**src/rtl/io_port_register.sv**
```systemverilog
// Buffered CPU output port: load/inc/clr command decode in front of a DEPTH-entry FIFO drained over valid/ready.
// Optional saturating command-error counter enabled by defining IOREG_ERRCNT_EN.
module io_port_register #(
    parameter int unsigned WIDTH = 8,
    parameter int unsigned BUS_W = 16,
    parameter int unsigned DEPTH = 4
) (
    input  logic                         clk,
    input  logic                         rst_n,
    input  logic                         load,
    input  logic                         inc,
    input  logic                         clr,
    input  logic [BUS_W-1:0]             in_data,
    output logic [WIDTH-1:0]             out_data,
    output logic                         flag,
    output logic [$clog2(DEPTH+1)-1:0]   count,
    output logic                         dev_valid,
    input  logic                         dev_ready,
    output logic [WIDTH-1:0]             dev_data,
    output logic                         cmd_err,
    output logic [7:0]                   err_count
);

    localparam int unsigned PTR_W = $clog2(DEPTH);
    localparam int unsigned CNT_W = $clog2(DEPTH + 1);

    logic [WIDTH-1:0] r_mem [DEPTH];
    logic [PTR_W-1:0] r_head;
    logic [PTR_W-1:0] r_tail;
    logic [CNT_W-1:0] r_count;
    logic             r_cmd_err;

    logic [PTR_W-1:0] w_head_nxt;
    logic [PTR_W-1:0] w_tail_nxt;
    logic [PTR_W-1:0] w_tail_last;
    logic [PTR_W-1:0] w_wr_addr;
    logic [CNT_W-1:0] w_count_nxt;
    logic [WIDTH-1:0] w_wr_data;
    logic             w_wr_en;
    logic             w_err;
    logic             w_empty;
    logic             w_full;
    logic             w_pop;
    logic             w_conflict;
    logic             w_unused_bus;

    // Upper bus bits beyond WIDTH carry no port data.
    assign w_unused_bus = ^in_data;

    assign w_empty     = (r_count == '0);
    assign w_full      = (r_count == CNT_W'(DEPTH));
    assign w_pop       = !w_empty && dev_ready;
    assign w_conflict  = (load && inc) || (load && clr) || (inc && clr);
    assign w_tail_last = r_tail - PTR_W'(1);

    // Command decode; the device pop always proceeds independently of CPU commands.
    always_comb begin
        w_head_nxt  = r_head;
        w_tail_nxt  = r_tail;
        w_count_nxt = r_count - CNT_W'(w_pop);
        w_wr_en     = 1'b0;
        w_wr_addr   = r_tail;
        w_wr_data   = in_data[WIDTH-1:0];
        w_err       = 1'b0;

        if (w_pop) begin
            w_head_nxt = r_head + PTR_W'(1);
        end

        if (w_conflict) begin
            w_err = 1'b1;
        end else if (load) begin
            if (!w_full || w_pop) begin
                w_wr_en     = 1'b1;
                w_tail_nxt  = r_tail + PTR_W'(1);
                w_count_nxt = r_count + CNT_W'(1) - CNT_W'(w_pop);
            end else begin
                w_err = 1'b1;
            end
        end else if (inc) begin
            if (w_empty) begin
                w_err = 1'b1;
            end else if (!((r_count == CNT_W'(1)) && w_pop)) begin
                // A single entry popped this cycle leaves with its pre-increment value.
                w_wr_en   = 1'b1;
                w_wr_addr = w_tail_last;
                w_wr_data = r_mem[w_tail_last] + WIDTH'(1);
            end
        end else if (clr) begin
            w_head_nxt  = '0;
            w_tail_nxt  = '0;
            w_count_nxt = '0;
        end
    end

    always_ff @(posedge clk or negedge rst_n) begin
        if (!rst_n) begin
            r_head    <= '0;
            r_tail    <= '0;
            r_count   <= '0;
            r_cmd_err <= 1'b0;
        end else begin
            r_head    <= w_head_nxt;
            r_tail    <= w_tail_nxt;
            r_count   <= w_count_nxt;
            r_cmd_err <= w_err;
        end
    end

    // Storage is not reset; empty-gating on the outputs hides stale words.
    always_ff @(posedge clk) begin
        if (w_wr_en) begin
            r_mem[w_wr_addr] <= w_wr_data;
        end
    end

`ifdef IOREG_ERRCNT_EN
    logic [7:0] r_err_count;

    always_ff @(posedge clk or negedge rst_n) begin
        if (!rst_n) begin
            r_err_count <= '0;
        end else if (w_err && (r_err_count != 8'hFF)) begin
            r_err_count <= r_err_count + 8'd1;
        end
    end

    assign err_count = r_err_count;
`else
    assign err_count = '0;
`endif

    assign count     = r_count;
    assign flag      = !w_full;
    assign dev_valid = !w_empty;
    assign dev_data  = w_empty ? '0 : r_mem[r_head];
    assign out_data  = w_empty ? '0 : r_mem[w_tail_last];
    assign cmd_err   = r_cmd_err;

endmodule

```
**config.mk**
```make
export PLATFORM = sky130hd
export DESIGN_NAME = io_port_register
export DESIGN_NICKNAME = d
export VERILOG_FILES = /design/src/rtl/io_port_register.sv
export SDC_FILE = /design/constraint.sdc
export NUM_CORES = 1
export LEC_CHECK = 0
export ABC_AREA = 1
export CORE_ASPECT_RATIO = 2
export CORE_UTILIZATION = 50
export DETAILED_ROUTE_END_ITERATION = 7
export HOLD_SLACK_MARGIN = 0.05
export PLACE_DENSITY_LB_ADDON = 0.08
export SKIP_CTS_REPAIR_TIMING = 1
export SLEW_MARGIN = 10
export SYNTH_ARGS = -nofsm -noshare
export SYNTH_HDL_FRONTEND = slang
export SYNTH_SLANG_ARGS = --single-unit
```
**constraint.sdc**
```tcl
create_clock -name clk -period 2.2 [get_ports clk]
set_input_delay 0.22 -clock clk [delete_from_list [all_inputs] [get_ports clk]]
set_output_delay 0.22 -clock clk [all_outputs]
set_load 0.01 [all_outputs]
```
After elaboration in Yosys (flattened, before gate mapping)
Memories as Yosys holds them, arrays and structs flattened.
Cells that the tools add are included.
W data, S select, Z words.
Operators by class
  equality and inequality tests: 4
  multiplexer cells: 39
  bitwise logic cells: 1
  add/sub/neg operators: 7
  reductions and logical operators: 13
Operators with widths (count)
  $mux W8: 7
  $mux W2: 14
  $mux W3: 5
  $mux W1: 13
  $add A8 B1 Y8 const B: 1
  $sub A3 B1 Y3: 2
  $logic_and A1 B1 Y1: 5
  $add A2 B1 Y2 const B: 2
  $reduce_and A4 Y1: 1
  $add A3 B1 Y3 const B: 1
  $eq A3 B1 Y1 const B: 1
  $eq A3 B3 Y1 const B: 1
  $logic_not A3 Y1: 1
  $logic_or A1 B1 Y1: 3
  $logic_not A1 Y1: 2
  $ne A2 B1 Y1 const B: 1
  $ne A2 B2 Y1 const B: 1
  $reduce_bool A2 Y1: 1
  $sub A2 B1 Y2 const B: 1
  $not A1 Y1: 1
Storage, ports and cells
  bits in writable memories: 32
  input port bits: 22
  logic and storage cells: 69
  memories kept: 1
  register bits: 8
Memories
  r_mem: words 4, width 8, rd ports 2, clocked after Yosys merged registers in 0, wr ports 1, RTL line 27  | logic [WIDTH-1:0] r_mem [DEPTH];

Depth between registers and ports, before layout
Gate-level depths: netlist of run 1.
  depth in word-level cells: 11
  gate-level depth with buffers: 15

Worst setup path after synthesis of run 1
Ideal clock, no wire load.
  path kind: reg2reg
  start: register r_count[2] (netlist: count[2])
  end: memory r_mem[0][0] (enable)
  cell stages (with the launch flop): 9
  library setup time: 0.383 ns
  arrival: 1.770 ns
  period minus slack after synthesis: 2.154 ns
  path buffers: 2
  setup slack: 0.046 ns
  cells stage by stage: dfrtp_1 clkbuf_2 inv_1 nand2_2 nand3_4 buf_6 nand2_1 inv_1 nor3_1
On the way
  cells in the longest elaborated chain, start to end: 11
Ends and longest elaborated chain
  start, declared: RTL line 30  | logic [CNT_W-1:0] r_count;
  start signal, assigned: RTL line 105  | r_count <= w_count_nxt;
  $logic_not A3 Y1 (*): RTL line 50  | assign w_empty = (r_count == '0);
  $logic_not A1 Y1 (*)
  via dev_valid: RTL line 17  | output logic dev_valid,
  $logic_and A1 B1 Y1 (*): RTL line 52  | assign w_pop = !w_empty && dev_ready;
  $logic_and A1 B1 Y1: RTL line 83  | end else if (!((r_count == CNT_W'(1)) && w_pop)) begin
  $mux W1: RTL line 83
  $mux W1: RTL line 81  | if (w_empty) begin
  $mux W1: RTL line 80  | end else if (inc) begin
  $mux W1: RTL line 72  | end else if (load) begin
  $mux W1: RTL line 70  | if (w_conflict) begin
  $mux W1: RTL line 112  | if (w_wr_en) begin
  $mux W1 (not written as such): RTL line 113  | r_mem[w_wr_addr] <= w_wr_data;
  end, declared: RTL line 27
Mark *: on every way through the listed nets, which the timed path passes. The rest lies on a longest branch.

Worst setup path in the final report of run 1
  start: register r_head[1]
  end: output dev_data[7]
On the way
  cells in the longest elaborated chain, start to end: 2
Ends and longest elaborated chain
  start, declared: RTL line 28  | logic [PTR_W-1:0] r_head;
  start signal, assigned: RTL line 103  | r_head <= w_head_nxt;
  $mem_v2 Z4 W8
  $mux W8: RTL line 136  | assign dev_data = w_empty ? '0 : r_mem[r_head];
  end, declared: RTL line 19  | output logic [WIDTH-1:0] dev_data,
Every way passes these cells.

==> results of run 1 <==
[layout make-up]
class	count	area, sq um
Sequential cell	40	1162
Fill cell	451	1619
Tap cell	58	72.57
Clock buffer	5	68.82
Multi-Input combinational cell	253	1271
Timing Repair Buffer	85	778.2
Inverter	29	120.1
Clock inverter	3	46.29
[power breakdown]
group	internal, mW	leakage (nW)	switching [mW]
combinational	1.22	1.28	1.42
clock	0.341	0.0548	0.263
sequential	0.965	0.388	0.100
[sequential cells by signal (all words and copies together) (netlist names)]
register  flops
r_tail        2
r_head        2
count         3
cmd_err       1
r_mem        32
[synth_stat cells]
library cell	number	area, sq um
a21oi_1	14	70.07
clkbuf_1	2	7.510
o32ai_1	1	8.760
o221ai_1	1	8.760
and2_4	1	8.760
xnor2_1	2	17.52
nand2_2	11	68.82
nor3_1	4	20.02
o21ai_0	21	105.1
o21ai_2	1	8.760
edfxtp_1	32	960.9
nor3_2	1	10.01
dfrtp_1	8	200.2
or2_2	2	12.51
nand4_1	3	18.77
nor2_4	2	22.52
clkbuf_2	1	5.000
buf_6	7	78.83
inv_1	24	90.09
o21ai_1	1	5.000
ha_1	5	62.56
inv_4	1	6.260
o31ai_1	1	7.510
nand2_1	96	360.4
nand3_1	16	80.08
o22ai_1	1	6.260
o211ai_1	1	7.510
conb_1	1	3.750
nor2_1	50	187.7
xor2_2	1	16.27
inv_2	2	7.510
clkinv_1	1	3.750
buf_2	3	15.01
inv_6	1	8.760
nor2_8	1	20.02
buf_4	8	60.06
xor2_1	2	17.52
nand3_4	1	17.52
nor2_2	5	31.28
[worst min-delay path by stage]
stage                      from        end  slack (ns)  cells past startpoint
final                     rst_n  r_head[1]        0.21                      1
after global routing      rst_n  r_head[1]        0.24                      1
after CTS                 rst_n  r_head[1]        0.21                      1
after detailed placement  rst_n  r_head[1]        0.53                      1
after global placement    rst_n    cmd_err        0.54                      1
after floorplan           rst_n    cmd_err       -0.08                      0
[cell families (layout without fill, tap and decap cells)]
family,count (synthesis),in the layout,synth area share
xor+xnor,5,5,0.01938
simple gates,193,193,0.3242
fa+ha+maj,5,5,0.02363
compound gates,42,42,0.08602
flops,40,40,0.4386
other cells,1,8,0.001416
buf+inv,50,122,0.1068
[metal layers]
layer | track usage | part of all wire
met1 | 0.2890 | 0.37
met2 | 0.4884 | 0.54
met3 | 0.03348 | 0.032
met4 | 0.1861 | 0.057
met5 | 0 | 0
==> results.toml, run 1 <==
[sta]
final_hold_viol_count = 0
setup_ws_ns = 0.1147
hold_slack_ns = 0.2075
fin_worst_skew_ns = 0.01073
period_minus_slack_ns = 2.085
setup_viol = 0
slew_violations = 0
post-route-period-util = 0.9478
rsz0062_at_grt = "no"
max_freq_ghz = 0.4796
setup_tns_ns = 0

[worst_setup_path]
critPathKind = "reg2out"
startpoint = "r_head[1]"
startpoint_type = "flip-flop"
cp.required_ns = 1.98
endpoint = "dev_data[7]"
r2r_end = "r_mem[2][4]"
rr_worst_depth = 12
path_depth = 5
crit_path_frequent_cell = "a21oi_1"
rr_startpoint = "r_tail[0]"
reg2reg_slack_ns = 0.12
cpLargestDelayFamily = "buffers and inverters"
crit_chain = "clkinvlp_4, a21oi_1, o21ai_0, a21oi_1, clkdlybuf4s50_1"
cpMaxStageDelayCell = "clkdlybuf4s50_1"
cp.arrival_ns = 1.87
cp-end-kind = "output pin"
cp_max_fo = 8
path_buf_inv = 2
slowest_delay_ns = 0.55

[cts]
cts_root_buffer = "clkbuf_8"
clock_latency_ns = 0.30
cts_tree = "yes"
cts-htree-levels = 2
clk_path_buf_depth = 2
cts_buffers = 5
clkSinkCount = 40
clkTransAtPathRegs_ns = 0.08

[placed_design]
placedCellCount = 460
dpl_worst_slack_ns = -0.06893
place_area_sq_um = 3293
dp_hpwl_mm = 5.598
routabilityCongestion = 0.8686
port_buffers = 35

[routing]
vias = 2467
final_antenna_net_count = 0
drt-pass1-iter-count = 4
wl_mm = 7.078
wire_per_inst_microns = 14.96
vias_per_cell = 5.216
drtIter0Drc = 83
drc = 0

[cells_and_area]
final_layout_size_suffix_gt1_frac = 0.2337
layoutNonFillerInstCount = 473
fin_area_sq_um = 3520
final_nets = 441
mostFrequentLayoutCells = "nand2_1, buf_4, nor2_1"
syn_to_final_growth_pct = 32.94
layout_commonest_cell = "nand2_1"
fin_util = 0.6849
n_antenna_cell = 0

[power_and_ir_drop]
peakVddDrop_uv = 1169
power.total_mw = 4.309
leakage_nw = 1.718
power.density_nw_per_um2 = 1224

[logic_synthesis]
synthCells = 336
synth_seq_area_share = 0.4386
yosysUniqueCellTypes = 39
syn_area_per_cell_sq_um = 7.880
ys_ff_latch = 40
synth.cell_area_sq_um = 2648
ys_warn_count = 0

[hold_path]
hold_class = "in2async"

[global_routing]
antenna_found_initial = 0
grt_pass1_wl_mm = 10.87
track_usage = 0.2795
gr-total-overflow = 0
grt_max_degree = 15
grt_pass1_vias = 2324

[floorplanning]
die_w_microns = 53.46
rows = 37
dieArea_sq_um = 5608
fp.dieH_microns = 104.9
ios = 52
initial_utilization = 0.5152
core_region_area_sq_um = 5139

[status]
status = "finished clean"

[job]
drv_cap = 0
Note: power is estimated with default switching activity, not from simulation.
==> run 2: changes to the inputs <==
- RECOVER_POWER: not set -> 50
==> results.toml, run 2 (same netlist as run 1, synthesis figures left out) <==
[worst_setup_path]
slowest_delay_ns = 0.63
cpMaxStageDelayCell = "dlygate4sd3_1"
cpLargestDelayFamily = "buffers and inverters"
cp.required_ns = 2.17
crit_chain = "dlygate4sd3_1, nor2_8, and2_4, nand3_4, nor2_1, xor2_2, nor3_1, clkbuf_1"
cp.arrival_ns = 2.08
startpoint_type = "primary input"
cp-end-kind = "flip-flop"
critPathKind = "in2reg"
cp_max_fo = 7
path_buf_inv = 2

[placed_design]
place_area_sq_um = 3293
port_buffers = 35
routabilityCongestion = 0.8686
dp_hpwl_mm = 5.598
dpl_worst_slack_ns = -0.06893

[cts]
clk_path_buf_depth = 2
cts_tree = "yes"
cts-htree-levels = 2
clkSinkCount = 40
cts_root_buffer = "clkbuf_8"
cts_buffers = 5
clock_latency_ns = 0.29
clkTransAtPathRegs_ns = 0.08

[routing]
wl_mm = 7.079
drtIter0Drc = 72
drc = 0
final_antenna_net_count = 0
vias_per_cell = 5.233
drt-pass1-iter-count = 4
vias = 2475
wire_per_inst_microns = 14.97

[power_and_ir_drop]
comb_power_share = 0.606
seq_power_share = 0.251
clockPowerShare = 0.142
switchingPower_mw = 1.776
leakage_nw = 1.659
power.total_mw = 4.238
peakVddDrop_uv = 1072
power.internal_mw = 2.462
p_sw_frac = 0.4192
power.density_nw_per_um2 = 1222

[global_routing]
antenna_found_initial = 0
grt_max_degree = 15
track_usage = 0.2795
grt_pass1_wl_mm = 10.87
grt_pass1_vias = 2324
gr-total-overflow = 0

[cells_and_area]
fin_util = 0.6747
fin_area_sq_um = 3467
n_antenna_cell = 0
largest-register = "r_mem"
mostFrequentLayoutCells = "nand2_1, nor2_1, buf_4"
syn_to_final_growth_pct = 30.95
final_nets = 441
largest_reg_flops = 32
layout_commonest_cell = "nand2_1"
final_layout_size_suffix_gt1_frac = 0.2145

[floorplanning]
ios = 52
dieArea_sq_um = 5608
core_region_area_sq_um = 5139
rows = 37
fp.dieH_microns = 104.9
initial_utilization = 0.5152
die_w_microns = 53.46

[sta]
slew_violations = 0
setup_tns_ns = 0
final_hold_viol_count = 0
setup_viol = 0
rsz0062_at_grt = "no"
period_minus_slack_ns = 2.106
setup_ws_ns = 0.09441
fin_worst_skew_ns = 0.01005
max_freq_ghz = 0.4749
post-route-period-util = 0.9571

[hold_path]
hold_class = "in2async"

[status]
status = "finished clean"

[job]
drv_cap = 0
-- run 2: cell types whose count changed in the layout (fill, tap and decap cells not counted), sizes merged --
| cell | change |
|---|---|
| clkbuf | +8 |
| clkdlybuf4s50 | -8 |
| dlygate4sd3 | +8 |
| buf | -6 |
| dlymetal6s2s | -5 |
| dlymetal6s4s | +2 |
| clkdlybuf4s25 | +1 |
-- run 2: final timing paths --
kind                            from     endpoint  slack [ns]  cells past startpoint
max                              clr  r_mem[0][7]        0.09                      8
min                            rst_n      cmd_err        0.28                      1
max reg2reg                r_tail[0]  r_mem[2][4]        0.13                     12
min reg2reg                 count[0]      cmd_err        0.73                      3
max in group asynchronous      rst_n    r_tail[0]        1.62                      1
min in group clk                 inc      cmd_err        0.60                      3
-- run 2: area by class of cell --
cell class / instances / area, sq um
Fill cell: 465 / 1672
Multi-Input combinational cell: 253 / 1256
Sequential cell: 40 / 1162
Timing Repair Buffer: 85 / 740.7
Inverter: 29 / 120.1
Tap cell: 58 / 72.57
Clock buffer: 5 / 68.82
Clock inverter: 3 / 46.29
-- run 2: power by group through the flow --
stage / sequential [mW] / combinational, mW / clock [mW]
2_1_floorplan: 1.04 / 1.38 / 0
3_3_place_gp: 1.06 / 2.55 / 0
3_5_place_dp: 1.06 / 2.58 / 0
4_1_cts: 1.05 / 2.60 / 0.608
5_1_grt: 1.08 / 2.80 / 0.632
6_report: 1.06 / 2.57 / 0.604
-- run 2: metal layers --
metal  vias up  track usage  share of wire
met1      1142       0.2890           0.37
met3        30      0.03348          0.029
met5         -            0              0
met4         0       0.1861          0.058
li1       1222            -              -
met2        81       0.4884           0.54
-- run 2: worst reg2reg max path, cell delays in order (launching register included) --
cell and delay, ns:
dfrtp_2 0.46, buf_12 0.15, inv_6 0.07, nand2_2 0.06, nand2_2 0.15, nand2_2 0.08
nand2_2 0.08, ha_2 0.18, inv_1 0.07, nor2_4 0.15, nand2_1 0.09, o21ai_1 0.13
nand2_1 0.13
-- run 2: through the flow --
step | cells | hold WS (ns)
after floorplan | 343 | -0.07559
after global placement | 460 | 0.5360
after detailed placement | 460 | 0.5342
after CTS | 468 | 0.2135
after global routing | 473 | 0.3111
final | 473 | 0.2769
==> run 3: changes to the inputs <==
- CELL_PAD_IN_SITES_DETAIL_PLACEMENT: not set -> 2
- CELL_PAD_IN_SITES_GLOBAL_PLACEMENT: not set -> 2
- CORE_UTILIZATION: 50 -> 32
- clock period: 2.2 -> 2.59 ns (I/O delays scaled with it)
==> results.toml, run 3 (same netlist as run 1, synthesis figures left out) <==
[routing]
drt-pass1-iter-count = 6
drtIter0Drc = 74
drc = 0
wire_per_inst_microns = 19.59
vias_per_cell = 5.101
final_antenna_net_count = 0
vias = 2469
wl_mm = 9.481

[worst_setup_path]
cp.required_ns = 2.58
cp.arrival_ns = 2.48
crit_chain = "dlygate4sd3_1, nor2_8, and2_0, nand3_1, nor2_1, xor2_2, nor3_1, buf_4"
cpMaxStageDelayCell = "dlygate4sd3_1"
reg2reg_slack_ns = 0.27
rr_worst_depth = 14
startpoint_type = "primary input"
cp_max_fo = 6
critPathKind = "in2reg"
r2r_end = "r_mem[2][6]"
slowest_delay_ns = 0.64
cp-end-kind = "flip-flop"
rr_startpoint = "r_tail[0]"

[power_and_ir_drop]
comb_power_share = 0.567
power.density_nw_per_um2 = 1085
seq_power_share = 0.260
power.total_mw = 3.550
p_sw_frac = 0.4334
leakage_nw = 1.452
peakVddDrop_uv = 450.7
switchingPower_mw = 1.539
power.internal_mw = 2.011
clockPowerShare = 0.174

[global_routing]
grt_pass1_wl_mm = 14.56
gr-total-overflow = 0
track_usage = 0.2394
grt_pass1_vias = 2740
antenna_found_initial = 0
grt_max_degree = 19

[floorplanning]
ios = 52
initial_utilization = 0.3333
die_w_microns = 66.32
core_region_area_sq_um = 7943
rows = 46
fp.dieH_microns = 130.6
dieArea_sq_um = 8663

[sta]
hold_slack_ns = 0.3691
fin_worst_skew_ns = 0.004490
max_freq_ghz = 0.4018
worst_pin_slew_ns = 0.6062
rsz0062_at_grt = "no"
setup_viol = 0
setup_ws_ns = 0.1013
slew_violations = 0
post-route-period-util = 0.9609
period_minus_slack_ns = 2.489
setup_tns_ns = 0
slew_headroom = 0.5954
final_hold_viol_count = 0

[cells_and_area]
final_nets = 414
fin_area_sq_um = 3272
n_antenna_cell = 0
largest-register = "r_mem"
fin_util = 0.4119
largest_reg_flops = 32
mostFrequentLayoutCells = "nand2_1, nor2_1, edfxtp_1"
layoutNonFillerInstCount = 484
layout_commonest_cell = "nand2_1"
multi_input_area_sq_um = 1206
syn_to_final_growth_pct = 23.58
n_fill_cell = 961
regArea_sq_um = 1164
final_layout_size_suffix_gt1_frac = 0.1443

[placed_design]
dpl_worst_slack_ns = 0.1402
placedCellCount = 474
routabilityCongestion = 0.7790
place_area_sq_um = 3136
port_buffers = 35
dp_hpwl_mm = 7.509

[cts]
cts_tree = "yes"
clkSinkCount = 40
cts_root_buffer = "clkbuf_16"
cts-htree-levels = 2
cts_buffers = 5
clock_latency_ns = 0.28
clk_path_buf_depth = 2
clkTransAtPathRegs_ns = 0.06

[job]
drv_cap = 0

[status]
status = "finished clean"

[hold_path]
hold_class = "in2async"
-- run 3: layer usage --
metal	up-vias	track usage	part of all wire
met5	-	0	0
met1	1221	0.2170	0.34
met2	56	0.4964	0.60
li1	1171	-	-
met3	21	0.02170	0.019
met4	0	0.1164	0.038
-- run 3: power by group through the flow --
stage | sequential (mW) | combinational (mW) | clock [mW]
final | 0.921 | 2.01 | 0.616
after global routing | 0.939 | 2.21 | 0.649
after CTS | 0.929 | 2.07 | 0.621
after detailed placement | 0.941 | 2.05 | 0
after global placement | 0.933 | 1.99 | 0
after floorplan | 0.887 | 1.17 | 0
-- run 3: final cells by class --
type / count / share of cell area
Tap cell: 96 / 0.03671
Clock buffer: 8 / 0.04474
Sequential cell: 40 / 0.3556
Multi-Input combinational cell: 253 / 0.3686
Inverter: 29 / 0.03556
Timing Repair Buffer: 58 / 0.1587
-- run 3: worst max path at each step --
stage	startpoint	to
2_1_floorplan	count[2]	r_mem[0][0]
3_3_place_gp	load	r_mem[0][6]
3_5_place_dp	r_tail[0]	r_mem[2][6]
4_1_cts	r_tail[0]	out_data[5]
5_1_grt	load	r_mem[3][4]
6_report	load	r_mem[0][3]
-- run 3: worst max-delay path: cells and delay by family --
family        cells  cell delay [ns]
xor+xnor          1             0.13
simple gates      5             1.20
buf+inv           2             0.89
